==> src/rtl/cla_seq_adder.sv <==
//==============================================================================
//  Module      : cla_seq_adder (with 4-bit slice cla_adder)
//  Description : Wide-operand adder that reuses one 4-bit carry-lookahead
//                slice, one nibble per clock, least-significant first.
//                Valid/ready handshake on the operand and result sides.
//                Optional macro CLA_SEQ_SUB_EN adds a 'sub' port (a - b).
//  Revision    : 1.0  initial release
//==============================================================================
`default_nettype none

module cla_adder (
    input  logic [3:0] a,
    input  logic [3:0] b,
    input  logic       cin,
    output logic [3:0] s,
    output logic       cout
);
    logic [3:0] w_g;
    logic [3:0] w_p;
    logic [4:1] w_c;

    // Generate/propagate terms and flattened lookahead carries
    always_comb begin
        w_g    = a & b;
        w_p    = a ^ b;
        w_c[1] = w_g[0] | (w_p[0] & cin);
        w_c[2] = w_g[1] | (w_p[1] & w_g[0]) | (w_p[1] & w_p[0] & cin);
        w_c[3] = w_g[2] | (w_p[2] & w_g[1]) | (w_p[2] & w_p[1] & w_g[0])
               | (w_p[2] & w_p[1] & w_p[0] & cin);
        w_c[4] = w_g[3] | (w_p[3] & w_g[2]) | (w_p[3] & w_p[2] & w_g[1])
               | (w_p[3] & w_p[2] & w_p[1] & w_g[0])
               | (w_p[3] & w_p[2] & w_p[1] & w_p[0] & cin);
        s      = w_p ^ {w_c[3:1], cin};
        cout   = w_c[4];
    end
endmodule

module cla_seq_adder #(
    parameter int WIDTH = 16
) (
    input  logic             clk,
    input  logic             rst,
    input  logic             in_valid,
    output logic             in_ready,
    input  logic [WIDTH-1:0] a,
    input  logic [WIDTH-1:0] b,
    input  logic             cin,
`ifdef CLA_SEQ_SUB_EN
    input  logic             sub,
`endif
    output logic             out_valid,
    input  logic             out_ready,
    output logic [WIDTH-1:0] sum,
    output logic             cout
);
    localparam int NSLICE = WIDTH / 4;
    localparam int IDX_W  = (NSLICE > 1) ? $clog2(NSLICE) : 1;

    typedef enum logic [1:0] {
        ST_IDLE = 2'd0,
        ST_RUN  = 2'd1,
        ST_DONE = 2'd2
    } state_t;

    state_t             r_state;
    state_t             w_state_nxt;
    logic [WIDTH-1:0]   r_op_a;
    logic [WIDTH-1:0]   r_op_b;
    logic               r_carry;
    logic [IDX_W-1:0]   r_idx;
    logic [WIDTH-1:0]   r_sum;
    logic               r_cout;

    logic [3:0]         w_a_nib;
    logic [3:0]         w_b_nib;
    logic [3:0]         w_s;
    logic               w_c;
    logic               w_last;
    logic               w_accept;
    logic [WIDTH-1:0]   w_b_load;
    logic               w_carry_load;

    assign in_ready  = (r_state == ST_IDLE);
    assign out_valid = (r_state == ST_DONE);
    assign sum       = r_sum;
    assign cout      = r_cout;
    assign w_accept  = in_ready & in_valid;
    assign w_last    = (r_idx == IDX_W'(NSLICE - 1));

    // Subtraction stores ~b and forces the carry-in, giving a + ~b + 1
`ifdef CLA_SEQ_SUB_EN
    assign w_b_load     = sub ? ~b : b;
    assign w_carry_load = sub ? 1'b1 : cin;
`else
    assign w_b_load     = b;
    assign w_carry_load = cin;
`endif

    // Select the operand nibbles addressed by the slice index
    always_comb begin
        w_a_nib = 4'd0;
        w_b_nib = 4'd0;
        for (int k = 0; k < NSLICE; k++) begin
            if (r_idx == IDX_W'(k)) begin
                w_a_nib = r_op_a[4*k +: 4];
                w_b_nib = r_op_b[4*k +: 4];
            end
        end
    end

    cla_adder u_slice (
        .a    (w_a_nib),
        .b    (w_b_nib),
        .cin  (r_carry),
        .s    (w_s),
        .cout (w_c)
    );

    // State register
    always_ff @(posedge clk or posedge rst) begin
        if (rst) begin
            r_state <= ST_IDLE;
        end else begin
            r_state <= w_state_nxt;
        end
    end

    // Next-state decode: accept, walk all slices, then hold until consumed
    always_comb begin
        w_state_nxt = r_state;
        case (r_state)
            ST_IDLE: if (in_valid)  w_state_nxt = ST_RUN;
            ST_RUN:  if (w_last)    w_state_nxt = ST_DONE;
            ST_DONE: if (out_ready) w_state_nxt = ST_IDLE;
            default:                w_state_nxt = ST_IDLE;
        endcase
    end

    // Datapath: latch operands on accept, then one nibble per RUN cycle
    always_ff @(posedge clk or posedge rst) begin
        if (rst) begin
            r_op_a  <= '0;
            r_op_b  <= '0;
            r_carry <= 1'b0;
            r_idx   <= '0;
            r_sum   <= '0;
            r_cout  <= 1'b0;
        end else if (w_accept) begin
            r_op_a  <= a;
            r_op_b  <= w_b_load;
            r_carry <= w_carry_load;
            r_idx   <= '0;
        end else if (r_state == ST_RUN) begin
            r_carry <= w_c;
            r_idx   <= r_idx + IDX_W'(1);
            for (int k = 0; k < NSLICE; k++) begin
                if (r_idx == IDX_W'(k)) begin
                    r_sum[4*k +: 4] <= w_s;
                end
            end
            if (w_last) begin
                r_cout <= w_c;
            end
        end
    end
endmodule

`default_nettype wire

==> config.mk <==
export PLATFORM = sky130hd
export DESIGN_NAME = cla_seq_adder
export DESIGN_NICKNAME = d
export VERILOG_FILES = /design/src/rtl/cla_seq_adder.sv
export SDC_FILE = /design/constraint.sdc
export NUM_CORES = 1
export LEC_CHECK = 0
export ABC_AREA = 1
export BUFFER_PORTS_ARGS = -buffer_cell sky130_fd_sc_hd__buf_4
export CAP_MARGIN = 40
export CORE_MARGIN = 2
export CORE_UTILIZATION = 49
export CTS_CLUSTER_SIZE = 16
export DETAILED_ROUTE_END_ITERATION = 10
export GPL_TIMING_DRIVEN = 0
export PLACE_DENSITY = 0.76
export SYNTH_ARGS = -nofsm -noshare
export SYNTH_HDL_FRONTEND = slang
export SYNTH_SLANG_ARGS = --single-unit
==> constraint.sdc <==
create_clock -name clk -period 2.2 [get_ports clk]
set_clock_uncertainty 0.1 [all_clocks]
set_input_delay 0.22 -clock clk [delete_from_list [all_inputs] [get_ports clk]]
set_output_delay 0.22 -clock clk [all_outputs]
set_load 0.05 [all_outputs]
==> results of run 1 <==
## power groups by stage
stage | Combinational (mW) | Sequential [mW] | Clock (mW)
2_1_floorplan | 2.01 | 2.17 | 0
3_3_place_gp | 3.26 | 1.73 | 0
3_5_place_dp | 3.32 | 1.74 | 0
4_1_cts | 4.13 | 1.74 | 0.585
5_1_grt | 4.71 | 1.80 | 0.630
6_report | 4.34 | 1.75 | 0.572
## worst max-delay path: stages, from the launching register on
cell     delay (ns)
dfrtp_1        0.41
buf_4          0.15
ha_4           0.16
buf_8          0.14
a21oi_2        0.11
nand2_2        0.10
a22oi_2        0.19
inv_1          0.10
ha_4           0.28
nand4_1        0.13
nand2_1        0.12
nand2_2        0.10
nand3_2        0.07
nand2_1        0.05
## layout by cell type, fill, tap and decap left out
| cell type | Yosys | final |
|---|---|---|
| inv_1 | 27 | 20 |
| o21ai_0 | 15 | 13 |
| o21ai_1 | 2 | 4 |
| nand3_2 | 0 | 7 |
| xnor2_4 | 0 | 1 |
| ha_4 | 0 | 7 |
| o31ai_1 | 1 | 1 |
| inv_2 | 2 | 7 |
| dlygate4sd3_1 | 0 | 21 |
| dfrtp_1 | 54 | 53 |
| a22oi_2 | 0 | 2 |
| buf_4 | 1 | 63 |
| nor2_1 | 5 | 3 |
| a21oi_1 | 10 | 7 |
| nand2_4 | 2 | 2 |
| nor2_4 | 5 | 6 |
| inv_8 | 0 | 1 |
| ha_1 | 8 | 1 |
| nand2_1 | 156 | 149 |
| buf_12 | 0 | 1 |
| o211ai_1 | 5 | 5 |
| inv_4 | 0 | 1 |
| a21oi_2 | 0 | 3 |
| clkbuf_8 | 0 | 6 |
| clkbuf_1 | 0 | 1 |
| clkinv_2 | 0 | 1 |
| nand2_2 | 0 | 7 |
| buf_8 | 0 | 2 |
| dfrtp_2 | 0 | 1 |
| nand3_1 | 15 | 8 |
| buf_2 | 6 | 4 |
| fa_1 | 1 | 1 |
| buf_6 | 3 | 3 |
| nor2_2 | 0 | 1 |
| nand4_1 | 2 | 2 |
## per-layer routing
metal,global-route usage (%),up-vias,routed length (um)
li1,-,1190,-
met5,0,-,0
met2,40.1,69,3150
met1,27.5,1075,2770
met4,7.68,0,112
met3,4.35,10,315
## through the flow
stage / setup slack, ns / util (%) / power (mW) / instances / cell area (um^2)
3_5_place_dp: -0.390 / 61.2 / 5.07 / 449 / 3150
2_1_floorplan: 0.0100 / - / 4.18 / 323 / 2630
4_1_cts: -0.0766 / 71.6 / 6.45 / 484 / 3680
3_3_place_gp: -0.349 / 60.8 / 4.98 / 448 / 3130
5_1_grt: -0.230 / 72.4 / 7.14 / 485 / 3720
6_report: -0.127 / 72.4 / 6.66 / 485 / 3720
## how the worst min path moves through the flow
| stage | startpoint | end |
|---|---|---|
| 3_3_place_gp | out_ready | r_state[1] |
| 2_1_floorplan | out_ready | r_state[1] |
| 4_1_cts | b[9] | r_op_b[9] |
| 5_1_grt | a[7] | r_op_a[7] |
| 3_5_place_dp | rst | r_state[0] |
| 6_report | b[9] | r_op_b[9] |
## what timing repair did
action / 4_1_cts / 5_1_grt
endpoints found under the hold margin: 42 / 0
cloned: 1 / 0
gates resized for setup: 47 / 8
buffers inserted: 5 / 1
hold buffers: 21 / 0
endpoints found under the setup margin: 18 / 18
pin swaps: 20 / 9
## logic make-up (layout without fill, tap and decap cells)
group	after synthesis	in the layout	synth area share [%]
XOR/XNOR	1	1	0.334
AO/OA/AOI/OAI	35	35	7.43
flip-flops	54	54	51.5
buffers and inverters	39	131	6.86
adder cells (fa/ha/maj)	9	9	4.57
AND/OR/NAND/NOR	185	185	29.3
## layout make-up
class | instances | area (um^2) | share of cell area [%]
flip-flops and latches | 54 | 1350 | 36.3
multi-input cells | 230 | 1280 | 34.5
repair buffers | 84 | 693 | 18.6
inverters | 29 | 119 | 3.19
plain buffers | 10 | 93.8 | 2.52
well taps | 70 | 87.6 | 2.35
clock buffers | 7 | 86.3 | 2.32
clock inverters | 1 | 5.00 | 0.134
## sequential cells by signal, indices dropped and copies added, names as in the netlist
signal / cells
r_op_a: 16
r_carry: 1
sum: 16
r_idx: 2
r_op_b: 16
r_state: 2
cout: 1
==> impl_results.md, run 1 <==
* CP startpoint: r_idx[1]
* Capturing point of the worst reg2reg path: sum[3]
* PnR worst setup slack at -0.127 ns
* Clock power frac at 8.6%
* Worst R2R Start: r_idx[1]
* Leak Pwr at 1.92 nW
* Area of the core at ~5000 um^2
* Synth Register Bits at 54
* End of the critical path: sum[3]
* First-pass GRT wire length at 10600 um
* CP Data Required Time at 2.31 ns
* Post-synthesis sequential area ratio at roughly 51%
* Worst rel slew slack at 66.4%
* Share of the synthesized area in the top cell type at between 50% and 60%
* Status: complete, but fails checks
* Post-synth EDFFs at 0
* CP startpoint kind: register
* CP arrival at about 2.4 ns
* CTS H-tree lvls at 2
* CP endpoint kind: register
* Hpwl dp at 4200 um
* Slew Viols, Final at 0
* Reg clk slew, reported paths at 0.09 ns
* CTS Buffer Depth at 2
* Layout cells sized above 1 at 30.4%
* GPL Wtd Cong at just under 0.9
* Async SR Flop Fraction at 100%
* Vias per cell at 4.83
* Failing checks: negative setup slack
* # IOs at 56
* HP Class: primary input to register
* Switch share at 49.2%
* Max rail drop VDD at 0.832 mV
* Top_reg_cell synth: dfrtp_1
* Min Tclk post-route at roughly 2.3 ns
* Final hold violations at 0
* Setup TNS at -0.937 ns
* Period utilisation layout at 106%
* Vias in the first global route at 2362
* # diodes at 0
* Max_cap viols at 0
* Drt pass-1 iters at 5
* YS warnings at 0
* Filler cell count at 413
* Root buffer cell: clkbuf_8
* Die Footprint at 5960 um^2
* Mean area per synthesized cell at 8.13 um^2
* CP max FO at 5
* WL per Instance at 13.1 um
* Iter 0 DRT Violations at ~130
* Fin Hold WS at 0.00501 ns
* Most common cell in the netlist: nand2_1
* Final WL at 6340 um
* Worst Setup Path Type: register to register
* Yosys cell types at 21
* Drt drc at 0
* Final setup vio count at 14
* Global-route usage over all layers at 22.6%
* P_int at 3.39 mW
* Largest net degree at the start of global routing at 33
* GRT overflow at 0
* DR vias at 2344
* Sequential power share at 26.3%
* RSZ-0062 raised after global routing: true
* P per Cell Area at roughly 1800 nW/um^2
* Nets@finish at 460
* P_sw at 3.28 mW
* Reg-to-reg setup timing slack at -0.13 ns
* Cells after Synth at 323
* CTS Sinks at 54
* Pin slew with the least headroom to its limit at ~0.5 ns
* Max Fclk at about 0.43 GHz
* Syn Nets at roughly 370
* Initial Util at 51.1%
* Height of the die at about 77 um
* Antenna-violating nets left at 0
* Worst skew pair latency at 0.31 ns
* Area leader, netlist: dfrtp_1
* CTS Buf Count at 5
* Initial antenna violation count at 0
* WHS Path Cells at 3
* Die X at 77.2 um
* IO Port Bufs at 55
* Largest cells by area after synthesis: dfrtp_1, nand2_1, inv_1
* Mapped cell area at 2630 um^2
* Reg2Reg Depth at 13
* Syn-to-layout area delta at 41.7%
* Row Count at 26
* Post-synth top cells: nand2_1, dfrtp_1, inv_1
* Logic pwr share at 65.1%
* CTS tree: built
Note: power is estimated with default switching activity, not from simulation.
==> run 2: changes to the inputs <==
--- a/config.mk
+++ b/config.mk
@@ -6,7 +6,7 @@
 export NUM_CORES = 1
 export LEC_CHECK = 0
 export ABC_AREA = 1
-export BUFFER_PORTS_ARGS = -buffer_cell sky130_fd_sc_hd__buf_4
+export BUFFER_PORTS_ARGS = -buffer_cell sky130_fd_sc_hd__buf_2
 export CAP_MARGIN = 40
 export CORE_MARGIN = 2
 export CORE_UTILIZATION = 49
==> run 2 against run 1 <==
Compared with the run above:
- the run still ends with negative setup slack left
- first-iteration DRC count is 19% lower
- utilization is 0.97 points lower
- worst hold slack better by 0.0041 ns
- via count is 2.3% higher
- sequential cell count stayed put
- count of clock-buffer cells in the layout stayed put
- maximum frequency is 0.79% lower
- largest cell class unchanged
==> impl_results.md, run 2 (synthesis results as in run 1) <==
* Status: complete, but fails checks
* Failing checks: negative setup slack
* CP startpoint kind: register
* RSZ-0062 raised after global routing: true
* CTS Sinks at 54 (unchanged)
* Min Tclk post-route at 2.35 ns (+0.0186 ns)
* CP arrival at 2.44 ns (about the same)
* Highest-count cells in the layout ignoring fill and taps: nand2_1, buf_2, dfrtp_1, inv_1, dlygate4sd3_1
* Commonest non-fill, non-tap cell in the layout: nand2_1
* Initial antenna violation count at 0 (unchanged)
* IO Port Bufs at 55 (unchanged)
* GPL Wtd Cong at 0.882 (-0.38%)
* Final setup vio count at 16 (+2)
* Pin slew with the least headroom to its limit at 0.515 ns (+0.0115 ns)
* Reg-to-reg setup timing slack at -0.15 ns (-0.02 ns)
* Initial Util at 51.1% (unchanged)
* GRT overflow at 0 (unchanged)
* CP Data Required Time at 2.30 ns (about the same)
* GR met1 Demand/Resource at 29.3% (+1.8 points)
* Worst skew pair latency at 0.31 ns (about the same)
* Fin Hold WS at 0.00913 ns (+0.00412 ns)
* Height of the die at 77.2 um (unchanged)
* Capturing point of the worst reg2reg path: sum[3]
* Max_cap viols at 0 (unchanged)
* Max Fclk at 0.426 GHz (-0.79%)
* Die X at 77.2 um (unchanged)
* DP Worst Slack at -0.377 ns (+0.0126 ns)
* Iter 0 DRT Violations at 101 (-19%)
* Met3 usage at 4.24% (-0.12 points)
* CTS Buf Count at 5 (unchanged)
* Final hold violations at 0 (unchanged)
* Vias per cell at 4.90 (+1.3%)
* Reg2Reg Depth at 15 (+2)
* Layout cells sized above 1 at 33.8% (+3.4 points)
* WHS Path Cells at 3 (unchanged)
* Worst Hold End: r_op_b[10]
* # IOs at 56 (unchanged)
* Area of the core at 5140 um^2 (unchanged)
* CTS Buffer Depth at 2 (unchanged)
* Critical path cell sequence: buf_4, ha_4, buf_8, a21oi_2, o21ai_2, o211ai_1, nand2_1, ha_4, nand2_2, nor2_2, nor2_2, nand2_1, nand2_2, nand3_2, nand2_1
* Drt pass-1 iters at 4 (-1)
* Area of the multi-input gates at 1310 um^2 (+2.2%)
* Slew Viols, Final at 0 (unchanged)
* Row Count at 26 (unchanged)
* CTS tree: built
* Min-delay src: b[10]
* Worst Setup Path Type: register to register
* Global-route usage over all layers at 22.6% (-0.037 points)
* Critical path's slowest cell: dfrtp_1
* PnR worst setup slack at -0.145 ns (-0.0186 ns)
* Antenna-violating nets left at 0 (unchanged)
* Hpwl dp at 4240 um (+0.84%)
* Worst R2R Start: r_idx[1]
* Drt drc at 0 (unchanged)
* Reg clk slew, reported paths at 0.10 ns (about the same)
* Final WL at 6580 um (+3.7%)
* GRT busiest layer: met2
* Worst rel slew slack at 65.6% (-0.77 points)
* Period utilisation layout at 107% (+0.84 points)
* Largest net degree at the start of global routing at 33 (unchanged)
* Nets@finish at 465 (+1.1%)
* Syn-to-layout area delta at 39.8%
* Root buffer cell: clkbuf_8
* HP Class: primary input to register
* Vias in the first global route at 2360 (-0.085%)
* CTS H-tree lvls at 2 (unchanged)
* First-pass GRT wire length at 10700 um (+0.85%)
* Sequential cell area at 1350 um^2 (unchanged)
* WL per Instance at 13.4 um (+2.7%)
* DR vias at 2399 (+2.3%)
* CP endpoint kind: register
* Die Footprint at 5960 um^2 (unchanged)
* CP max FO at 8 (+3)
* GR Layer Usage met2 at 38.1% (-2.0 points)
* Most used cell, CP: nand2_1
* # diodes at 0 (unchanged)
* Filler cell count at 417 (+0.97%)
* Critical path's largest stage delay at 0.41 ns (about the same)
==> run 2: layout make-up <==
| class | count | share of cell area (%) |
|---|---|---|
| flip-flops and latches | 54 | 36.8 |
| plain buffers | 10 | 2.56 |
| well taps | 70 | 2.39 |
| clock buffers | 7 | 2.35 |
| repair buffers | 89 | 16.7 |
| inverters | 29 | 3.30 |
| clock inverters | 1 | 0.136 |
| multi-input cells | 230 | 35.8 |
==> run 2: through the flow <==
stage	TNS, ns	area, um^2	std cells	utilization [%]
4_1_cts	-0.952	3500	482	68.1
3_3_place_gp	-10.05	2990	448	58.2
5_1_grt	-3.10	3670	490	71.4
3_5_place_dp	-5.47	3010	449	58.5
2_1_floorplan	0	2630	323	-
6_report	-1.31	3670	490	71.4
==> run 2: repair_timing <==
| item | CTS | global route |
|---|---|---|
| hold endpoints to repair | 40 | 0 |
| setup buffers | 6 | 7 |
| resized for setup | 40 | 28 |
| pin swaps | 14 | 23 |
| gates cloned | 0 | 1 |
| setup endpoints to repair | 18 | 18 |
| hold buffers | 19 | 0 |
==> run 2: worst max-delay path: cells and delay by family, from the launching register on <==
| kind | cells | cell delay (ns) |
|---|---|---|
| AND/OR/NAND/NOR | 8 | 0.68 |
| flip-flops | 1 | 0.41 |
| AO/OA/AOI/OAI | 3 | 0.27 |
| adder cells (fa/ha/maj) | 2 | 0.47 |
| buffers and inverters | 2 | 0.29 |
==> run 2: metal layers <==
layer / wire, um / share of wire (%)
met2: 3170 / 48
met3: 382 / 5.8
met1: 2840 / 43
met4: 183 / 2.8
met5: 0 / 0
==> run 2: worst max path at each step <==
stage	start	slack, ns	endpoint
finish	r_idx[1]	-0.15	sum[3]
global placement	r_idx[0]	-0.34	sum[1]
detailed placement	r_idx[0]	-0.38	sum[5]
floorplan	r_idx[1]	0.01	sum[11]
global route	r_idx[1]	-0.27	sum[3]
CTS	r_idx[0]	-0.09	sum[7]
Power of run 2 is not shown: default switching activity piles up to over one toggle a cycle in this logic, so the estimate is an artifact.
==> run 3: changes to the inputs <==
--- a/config.mk
+++ b/config.mk
@@ -14,6 +14,7 @@
 export DETAILED_ROUTE_END_ITERATION = 10
 export GPL_TIMING_DRIVEN = 0
 export PLACE_DENSITY = 0.76
+export SKIP_LAST_GASP = 1
 export SYNTH_ARGS = -nofsm -noshare
 export SYNTH_HDL_FRONTEND = slang
 export SYNTH_SLANG_ARGS = --single-unit
==> run 3 against run 2 <==
Compared with the run above:
- the flow still finishes with violations (negative setup slack)
- critical path depth unchanged
- critical endpoint unchanged
- non-clock buffer count unchanged
- sequential share of layout area unchanged
- setup slack worse by 0.0069 ns
- sequential cell count unchanged
==> impl_results.md, run 3 (synthesis results as in run 1) <==
* Final WL at 6620 um (+0.56%)
* Critical path's largest stage delay at 0.42 ns (about the same)
* Failing checks: negative setup slack
* Min Tclk post-route at 2.35 ns (+0.00695 ns)
* Period utilisation layout at 107% (+0.32 points)
* Inst Count DP at 449 (unchanged)
* Worst skew pair latency at 0.31 ns (about the same)
* Max_cap viols at 0 (unchanged)
* RSZ-0062 raised after global routing: true
* Layout Cells excl Fill at 490 (unchanged)
* Max Fclk at 0.425 GHz (-0.30%)
* Layout cells sized above 1 at 33.8% (unchanged)
* Row Count at 26 (unchanged)
* CP max FO at 8 (unchanged)
* Final hold violations at 0 (unchanged)
* # diodes at 0 (unchanged)
* CTS H-tree lvls at 2 (unchanged)
* PnR worst setup slack at -0.152 ns (-0.00695 ns)
* Vias per cell at 4.90 (+0.13%)
* Largest net degree at the start of global routing at 33 (unchanged)
* First-pass GRT wire length at 10700 um (unchanged)
* GRT overflow at 0 (unchanged)
* GPL Wtd Cong at 0.882 (unchanged)
* Reg clk slew, reported paths at 0.09 ns (about the same)
* WL per Instance at 13.5 um (+0.56%)
* HP Class: primary input to register
* Final setup vio count at 17 (+1)
* Die Footprint at 5960 um^2 (unchanged)
* Hpwl dp at 4240 um (unchanged)
* Initial antenna violation count at 0 (unchanged)
* Drt pass-1 iters at 4 (unchanged)
* CTS Buf Count at 5 (unchanged)
* CTS Sinks at 54 (unchanged)
* Syn-to-layout area delta at 39.8% (unchanged)
* Antenna-violating nets left at 0 (unchanged)
* Worst rel slew slack at 66.0% (+0.42 points)
* Commonest non-fill, non-tap cell in the layout: nand2_1
* CP endpoint kind: register
* Die X at 77.2 um (unchanged)
* Height of the die at 77.2 um (unchanged)
* Most used cell, CP: nand2_1
* IO Port Bufs at 55 (unchanged)
* Initial Util at 51.1% (unchanged)
* DR vias at 2402 (+0.13%)
* Area of the core at 5140 um^2 (unchanged)
* Pin slew with the least headroom to its limit at 0.509 ns (-0.00631 ns)
* Critical path's slowest cell: dfrtp_1
* CP Data Required Time at 2.30 ns (about the same)
* CTS tree: built
* Worst Setup Path Type: register to register
* CP startpoint kind: register
* Highest-count cells in the layout ignoring fill and taps: nand2_1, buf_2, dfrtp_1, inv_1, dlygate4sd3_1
* Root buffer cell: clkbuf_8
* Nets@finish at 465 (unchanged)
* CP startpoint: r_idx[1]
* Global-route usage over all layers at 22.6% (unchanged)
* Iter 0 DRT Violations at 124 (+23%)
* Vias in the first global route at 2360 (unchanged)
* Critical path cell sequence: buf_4, ha_4, buf_8, a21oi_2, o21ai_2, o211ai_1, nand2_1, ha_4, nand2_2, nor2_2, nor2_2, nand2_1, nand2_2, nand3_2, nand2_1
* # IOs at 56 (unchanged)
* Min-delay src: b[10]
* CTS Buffer Depth at 2 (unchanged)
* Worst R2R Start: r_idx[1]
* Status: complete, but fails checks
* Slew Viols, Final at 0 (unchanged)
* Drt drc at 0 (unchanged)
* CP arrival at 2.45 ns (about the same)
[run 3: worst max-delay path: cells and delay by family (launching register included)]
kind / cells / cell delay, ns
AND/OR/NAND/NOR: 8 / 0.68
adder cells (fa/ha/maj): 2 / 0.48
flip-flops: 1 / 0.42
buffers and inverters: 2 / 0.30
AO/OA/AOI/OAI: 3 / 0.26
[run 3: stage by stage]
stage	setup TNS, ns	worst slack (ns)	utilization, %	cell area, um^2	hold WS, ns
4_1_cts	-0.952	-0.0932	68.1	3500	0.000471
6_report	-1.47	-0.152	71.4	3670	0.00766
3_3_place_gp	-10.05	-0.337	58.2	2990	0.311
2_1_floorplan	0	0.0100	-	2630	0.218
3_5_place_dp	-5.47	-0.377	58.5	3010	0.179
5_1_grt	-3.10	-0.271	71.4	3670	0.0160
[run 3: cell type report]
cell class,count,area [um^2]
clock inverter,1,5.00
sequential,54,1350
timing repair buffer,89,612
multi-input combinational,230,1310
inverter,29,121
fill,417,1470
tap,70,87.6
buffer,10,93.8
clock buffer,7,86.3
[run 3: timing repair]
action / in CTS / in global routing
endpoints found under the hold margin: 40 / 0
cloned: 0 / 1
gates resized for setup: 40 / 28
hold buffers: 19 / 0
pin swaps: 14 / 23
setup buffers: 6 / 7
endpoints found under the setup margin: 18 / 18
[run 3: final timing paths]
path                            slack [ns]  cells past startpoint    endpoint
worst max-delay path                 -0.15                     15      sum[3]
worst min-delay path                 0.008                      3  r_op_b[10]
worst max register to register       -0.15                     15      sum[3]
worst min register to register        0.37                      2      sum[5]
max in group asynchronous             1.08                      4  r_op_b[14]
min in group asynchronous             0.38                      3     sum[13]
[run 3: layer usage]
| layer | part of all wire (%) | track usage, % | vias up |
|---|---|---|---|
| li1 | - | - | 1203 |
| met1 | 43 | 29.3 | 1100 |
| met2 | 49 | 38.1 | 81 |
| met3 | 5.3 | 4.24 | 18 |
| met4 | 2.7 | 7.50 | 0 |
| met5 | 0 | 0 | - |
Power of run 3 is left out for the same reason.
